<file path="config.mk">
export PLATFORM = sky130hd
export DESIGN_NAME = bcd_sub_serial
export DESIGN_NICKNAME = d
export VERILOG_FILES = /design/src/rtl/bcd_pkg.sv /design/src/rtl/bcd_digit_sub.sv /design/src/rtl/bcd_sub_serial.sv
export SDC_FILE = /design/constraint.sdc
export NUM_CORES = 1
export LEC_CHECK = 0
export ABC_AREA = 1
export CAP_MARGIN = 40
export CORE_ASPECT_RATIO = 1.2
export CORE_UTILIZATION = 50
export DETAILED_ROUTE_END_ITERATION = 6
export PLACE_DENSITY_LB_ADDON = 0.2
export SLEW_MARGIN = 10
export SYNTH_ARGS = -nofsm -noshare
export SYNTH_HDL_FRONTEND = slang
export SYNTH_SLANG_ARGS = --single-unit
export TNS_END_PERCENT = 50
</file>
<file path="constraint.sdc">
create_clock -name clk -period 5.7 [get_ports clk]
set_clock_uncertainty 0.05 [all_clocks]
set_input_delay 1.14 -clock clk [delete_from_list [all_inputs] [get_ports clk]]
set_output_delay 1.14 -clock clk [all_outputs]
set_load 0.02 [all_outputs]
</file>
<file path="src/rtl/bcd_pkg.sv">
// Shared definitions for the serial BCD subtractor.
//   BCD_NDIG     default number of BCD digits per operand
//   bcd_digit_t  one packed BCD digit (4 bits)
//   bcd_state_t  control FSM states: IDLE (accepting), CALC (one digit
//                per cycle, LSD first), DONE (result presented)
package bcd_pkg;

    localparam int BCD_NDIG = 4;

    typedef logic [3:0] bcd_digit_t;

    typedef enum logic [1:0] {
        IDLE = 2'd0,
        CALC = 2'd1,
        DONE = 2'd2
    } bcd_state_t;

endpackage

</file>
<file path="src/rtl/bcd_digit_sub.sv">
// Single-digit BCD subtractor with borrow (purely combinational).
//   a_d   minuend digit
//   b_d   subtrahend digit
//   bin   borrow into this digit
//   d     difference digit (t + 10 when the raw difference is negative)
//   bout  borrow out of this digit
module bcd_digit_sub
    import bcd_pkg::*;
(
    input  bcd_digit_t a_d,
    input  bcd_digit_t b_d,
    input  logic       bin,
    output bcd_digit_t d,
    output logic       bout
);

    // Five signed bits cover every case, including non-BCD digits
    // (range -16..15), so nothing wraps before the correction.
    logic signed [4:0] t;
    logic signed [4:0] t_adj;

    always_comb begin
        t     = $signed({1'b0, a_d}) - $signed({1'b0, b_d}) - $signed({4'b0000, bin});
        t_adj = t + 5'sd10;
        if (t < 0) begin
            d    = t_adj[3:0];
            bout = 1'b1;
        end else begin
            d    = t[3:0];
            bout = 1'b0;
        end
    end

endmodule

</file>
<file path="src/rtl/bcd_sub_serial.sv">
// Digit-serial packed-BCD subtractor: diff = (a - b - bin) mod 10^NDIG.
// One digit is processed per clock, least significant first, so a result
// appears NDIG cycles after the request is accepted.
//   clk, rst             clock, synchronous active-high reset
//   in_valid / in_ready  request handshake (ready only in IDLE)
//   a, b, bin            minuend, subtrahend, borrow-in (captured on accept)
//   out_valid/out_ready  result handshake (valid only in DONE)
//   diff, bout, err      registered result; err flags a non-BCD operand digit
//                        and forces diff and bout to zero
module bcd_sub_serial
    import bcd_pkg::*;
#(
    parameter int NDIG = BCD_NDIG
)
(
    input  logic              clk,
    input  logic              rst,
    input  logic              in_valid,
    output logic              in_ready,
    input  logic [4*NDIG-1:0] a,
    input  logic [4*NDIG-1:0] b,
    input  logic              bin,
    output logic              out_valid,
    input  logic              out_ready,
    output logic [4*NDIG-1:0] diff,
    output logic              bout,
    output logic              err
);

    localparam int W  = 4 * NDIG;
    localparam int IW = (NDIG > 1) ? $clog2(NDIG) : 1;

    function automatic logic has_bad_digit(input logic [W-1:0] x);
        for (int i = 0; i < NDIG; i++) begin
            if (x[4*i +: 4] > 4'd9) return 1'b1;
        end
        return 1'b0;
    endfunction

    bcd_state_t     state;
    logic [IW-1:0]  idx;
    logic           borrow;
    logic [W-1:0]   a_sh;
    logic [W-1:0]   b_sh;
    logic [W-1:0]   work;
    logic           err_cap;

    bcd_digit_t     d_dig;
    logic           b_dig;
    logic [W-1:0]   next_work;

    // Operands shift right each CALC cycle so the current digit is always
    // in the low nibble; each result digit enters at the top of work and
    // after NDIG shifts the LSD has reached bit 0.
    bcd_digit_sub u_digit (
        .a_d  (a_sh[3:0]),
        .b_d  (b_sh[3:0]),
        .bin  (borrow),
        .d    (d_dig),
        .bout (b_dig)
    );

    always_comb begin
        next_work = (work >> 4) | (W'(d_dig) << (W - 4));
    end

    always_ff @(posedge clk) begin
        if (rst) begin
            state     <= IDLE;
            in_ready  <= 1'b1;
            out_valid <= 1'b0;
            diff      <= '0;
            bout      <= 1'b0;
            err       <= 1'b0;
            idx       <= '0;
            borrow    <= 1'b0;
        end else begin
            case (state)
                IDLE: begin
                    if (in_valid) begin
                        a_sh     <= a;
                        b_sh     <= b;
                        borrow   <= bin;
                        err_cap  <= has_bad_digit(a) | has_bad_digit(b);
                        idx      <= '0;
                        in_ready <= 1'b0;
                        state    <= CALC;
                    end
                end
                CALC: begin
                    a_sh   <= a_sh >> 4;
                    b_sh   <= b_sh >> 4;
                    borrow <= b_dig;
                    work   <= next_work;
                    idx    <= idx + 1'b1;
                    if (idx == IW'(NDIG - 1)) begin
                        state     <= DONE;
                        out_valid <= 1'b1;
                        diff      <= err_cap ? '0 : next_work;
                        bout      <= err_cap ? 1'b0 : b_dig;
                        err       <= err_cap;
                    end
                end
                DONE: begin
                    // in_ready stays low through the consume cycle; it rises
                    // together with the return to IDLE.
                    if (out_ready) begin
                        out_valid <= 1'b0;
                        in_ready  <= 1'b1;
                        state     <= IDLE;
                    end
                end
                default: begin
                    state     <= IDLE;
                    in_ready  <= 1'b1;
                    out_valid <= 1'b0;
                end
            endcase
        end
    end

endmodule

</file>
==> metrics.txt <==
Chip Height 88.61 um; sequential share of the synthesized area 0.5925; HP Start bout; top_reg_cell synth edfxtp_1; post-synthesis instance area around 3100 um2; met2 usage 0.3380; Placed Cells around 450; Synth cell types 29; antenna-violating nets left 0; cell family with most CP delay buffers and inverters; Slowest cell on crit path clkdlybuf4s50_1; status finished clean; WP data arrival about 1.3 ns; Post-Synth Simple-Gate Area 0.2134; max cap viols 0; crit path kind flip-flop to output port; TNS Setup 0 ns; Worst setup EP type output port; Die X 74.18 um; RSZ-0062 raised after global routing no; # port buffers between 50 and 60; number of buffers added for setup after CTS 0; Min Hold Slack approximately 0.41 ns; Tmin final ~2.5 ns; Compound-Gate Fraction of Synth Area 0.08127; htree depth 3; Synth Warn # 0; worst hold path type flip-flop to flip-flop; met3 Use GR 0.04784; vias per inst 4.774; root buf cell clkbuf_8; GR Layer Usage met1 0.2204; post-DP HPWL ~4000 um; R2R Setup Slk around 3.3 ns; Final Hold Vio Count 0; Pint approximately 0.84 mW; ANT cells 0; CTS Buf Count 9; R2R Path Start a_sh[0]; post_cts resized 0; post-route core utilization 0.6553; Overflow after GRT 0; drt first pass iters 4; worst skew pair latency ~0.34 ns; initial antenna violation count 0; CTS tree built; Synth Net Count 371; Layout area overhead 26.86%; wirelength, routed 5633 um; largest net degree at the start of global routing 33; Cells after Synth roughly 320; routability cong. 0.7639; Clk pin slew, worst setup/hold paths 0.08 ns; reg2reg path depth 9; power consumption approximately 1.1 mW; Cell Pwr Density roughly 290 nW/um2; clock power share 0.347; Leak about 1.6 nW; XOR/XNOR Fraction of Synth Area 0.002802; switching pwr ~0.3 mW; largest family of logic cells by synthesized area simple AND/OR/NAND/NOR gates; drt drc 0; worst endpoint required time about 4.5 ns; sequential share of power 0.513; global route hottest layer met2; CP max stage delay about 0.62 ns; clock tree buffer depth 2; Post-Synth Adder-Cell Area 0.04484; Core Box Area around 6100 um2; ys async rst share 0; switching share of power 0.2623; worst-path fanout max 2; clock sink count 70; WP buf/inv 1; WL/cell 11.99 um; Cell Rows 31; Hold Buf Count CTS 0; flop and latch count out of synthesis 70; slew margin rel. 0.7157; Final period util 0.4380; vias in the first global route between 2k and 2.5k; Pins Over Slew Limit 0; vias after detailed routing around 2.2k; hold depth 2; FF-to-FF End work[15]; Hold EP bout; non-filler cells, final 470; mux contribution to synthesized area 0; Final Setup Violations 0; crit-path cells clkdlybuf4s50_1; number of flops mapped to enable cells by yosys 45; ratio of cells with drive above 1 in the final layout 0.1160; Gate power share 0.139; Mean Syn Cell Area just under 10 um2; Final #Nets 430; die area around 6600 um2; FMAX about 400 MHz; worst-margin pin slew between 0.4 and 0.5 ns; first-pass GRT wire length ~9300 um; VDD IR max roughly 0.18 mV; Initial Util 0.5165; IO Pins 57; Tot GR Track Use 0.1942; CP Launch Type flip-flop; initial DRC count a little under 100
stage by stage:
step	setup WS, ns	area, um2
5_1_grt	3.149	3965
3_5_place_dp	2.921	3765
2_1_floorplan	2.308	3126
6_report	3.203	3965
4_1_cts	3.178	3965
3_3_place_gp	2.733	3730
worst min-delay path, delay by kind of cell, from the launching register on:
kind,cells,cell delay (ns)
compound gates,1,0.05
simple gates,1,0.06
flops,1,0.31
layout by cell type, fill, tap and decap left out, types with 2 or more instances in the layout:
master             n
o211ai_1           2
a21oi_1           14
dfxtp_1           25
clkinv_4           2
ha_1               8
clkbuf_8          10
nand2_1          114
inv_1             32
o21ai_0           11
inv_2              2
fa_1               2
buf_4              3
clkdlybuf4s50_1   56
nand3_1           11
edfxtp_1          45
a21oi_2            9
nor2_1            15
nand2_2           10
cell usage after synthesis (5+ instances only):
| cell type | count | share of area |
|---|---|---|
| clkbuf_1 | 5 | 0.0060 |
| ha_1 | 8 | 0.032 |
| a21oi_1 | 14 | 0.022 |
| nand2_1 | 114 | 0.14 |
| nand3_1 | 11 | 0.018 |
| edfxtp_1 | 45 | 0.43 |
| inv_1 | 32 | 0.038 |
| nand2_2 | 10 | 0.020 |
| o21ai_0 | 11 | 0.018 |
| dfxtp_1 | 25 | 0.16 |
| nor2_1 | 16 | 0.019 |
| a21oi_2 | 9 | 0.025 |
state kept, by name, indices dropped and copies added (netlist names):
name and cells:
work 12, diff 16, err 1, borrow 1, b_sh 16, in_ready 1, idx 2, state 2
err_cap 1, a_sh 16, out_valid 1, bout 1
area by class of cell:
class,instances,area [um2]
sequential,70,1852
timing repair buffer,60,610.6
clock buffer,11,162.7
multi-input combinational,208,1072
fill,518,2086
clock inverter,5,37.54
tap,82,102.6
inverter,34,127.6
how the worst max path moves through the flow:
stage,slack (ns),startpoint,to,depth (start not counted)
after global placement,2.73,rst,work[6],3
after detailed placement,2.92,in_valid,a_sh[12],6
final,3.20,diff[15],diff[15],1
after global routing,3.15,diff[8],diff[8],1
after CTS,3.18,diff[15],diff[15],1
after floorplan,2.31,rst,a_sh[0],3
power by group through the flow:
stage | clock network, mW | logic, mW | registers [mW]
after floorplan | 0 | 0.100 | 0.596
after global routing | 0.422 | 0.182 | 0.588
final | 0.396 | 0.159 | 0.585
after CTS | 0.402 | 0.161 | 0.586
after global placement | 0 | 0.152 | 0.596
after detailed placement | 0 | 0.160 | 0.597
metal layers:
| layer | part of all wire | vias to the layer above |
|---|---|---|
| li1 | - | 1173 |
| met1 | 0.44 | 1010 |
| met2 | 0.51 | 54 |
| met3 | 0.039 | 7 |
| met4 | 0.015 | 0 |
| met5 | 0 | - |
kinds of logic after synthesis:
family | after synthesis
compound gates | 40
xor+xnor | 1
fa+ha+maj | 10
buf+inv | 46
flops | 70
simple gates | 157
(Power assumes the default switching activity.)
==> RTL change, RTL diff (config.mk and constraints unchanged) <==
`BCD_NDIG`: 4 -> 8.
--- a/src/rtl/bcd_pkg.sv
+++ b/src/rtl/bcd_pkg.sv
@@ -7,3 +7,3 @@
 
-    localparam int BCD_NDIG = 4;
+    localparam int BCD_NDIG = 8;
 
Interface: changed (resized a, b and diff); port bits go from 57 to 105. No check against the original RTL was run, so the function may have changed too.
==> RTL change against the unedited design <==
  * The flow now finishes with violations (design-rule violations)
  * Sequential cell count increased by 65
  * Worst setup slack got worse by 420 ps
  * Routed wire length increased by 90%
  * Cell area increased by 82%
  * Critical path type is now in2reg
  * Highest routed layer unchanged
  * Total power increased by 110%
  * Critical endpoint is now a_sh[9]
  * Area after synthesis increased by 76%
  * Register-to-register slack got worse by 50 ps
==> RTL change: results <==
group,metric,value,unit
min_path,hold_depth,0,
placed_design,place_inst,769,
route,viasPerCell,5.07,
critical_path,cp-startpoint,"in_valid",
critical_path,r2r_setup_slack,3280,ps
global_routing,grt_pass1_vias,3898,
critical_path,timing.rr.start,"state[1]",
route,drt_first_pass_iters,7,
sta,finalWorstSetupSlack,2790,ps
synth,synth_edf_count,93,
cts,clk_pin_slew,50,ps
power,irDropWorstVdd,0.177,mV
cells_and_area,num-fill-cells,843,
cells_and_area,largestRegisters,"a_sh x32, b_sh x32, diff x32",
global_routing,grt_max_degree,58,
run_status,violations,"design-rule violations",
cts,cts_root_buf,"clkbuf_16",
synth,synth_compound_area_frac,0.0631,
synth,synthTopCellsByArea,"edfxtp_1 51%, nand2_1 17%, dfxtp_1 15%, a21oi_1 3.4%, inv_1 2.2%",
route,drc,6,
global_routing,grt_usage,0.203,
sta,hold_slack,400,ps
run_status,status,"finished, violations left",
synth,ys_top_cells_by_count,"250 x nand2_1, 93 x edfxtp_1, 42 x dfxtp_1",
min_path,hold_path_end,"work[4]",
critical_path,r2r_cells,8,
synth,ys_seq_area_frac,0.659,
placed_design,place_hpwl,7210,um
cells_and_area,final_layout_size_suffix_gt1_frac,0.0595,
global_routing,grt_pass1_wl,17800,um
min_path,min_from,"work[8]",
placed_design,port_buffers,104,
synth,syn_nets,633,
==> RTL change: cell count changes after synthesis, moves of 9 or more <==
cell / before / now
dfxtp_1: 25 / 42
o21ai_0: 11 / 21
a21oi_1: 14 / 38
a21oi_2: 9 / 0
edfxtp_1: 45 / 93
nand2_1: 114 / 250
==> RTL change: cells by family after synthesis <==
logic type      after synthesis
compound gates               65
xor+xnor                      1
fa+ha+maj                    11
buf+inv                      58
flops                       135
simple gates                283
==> RTL change: cell type report <==
type	instances	area (um^2)	share of cell area
repair buffers	110	1120	0.155
inverters	35	134	0.0185
multi-input cells	360	1630	0.226
clock buffers	19	433	0.0599
flip-flops and latches	135	3630	0.503
clock inverters	13	113	0.0156
well taps	129	161	0.0223
==> RTL change: layer usage <==
metal,part of all wire,global-route usage
met4,0.014,0.0980
met1,0.39,0.225
met3,0.050,0.0428
met5,0,0
met2,0.54,0.375
==> RTL change: power by group <==
group / switching (mW) / internal (mW)
Sequential: 0.0166 / 1.11
Clock: 0.375 / 0.631
Combinational: 0.131 / 0.0993
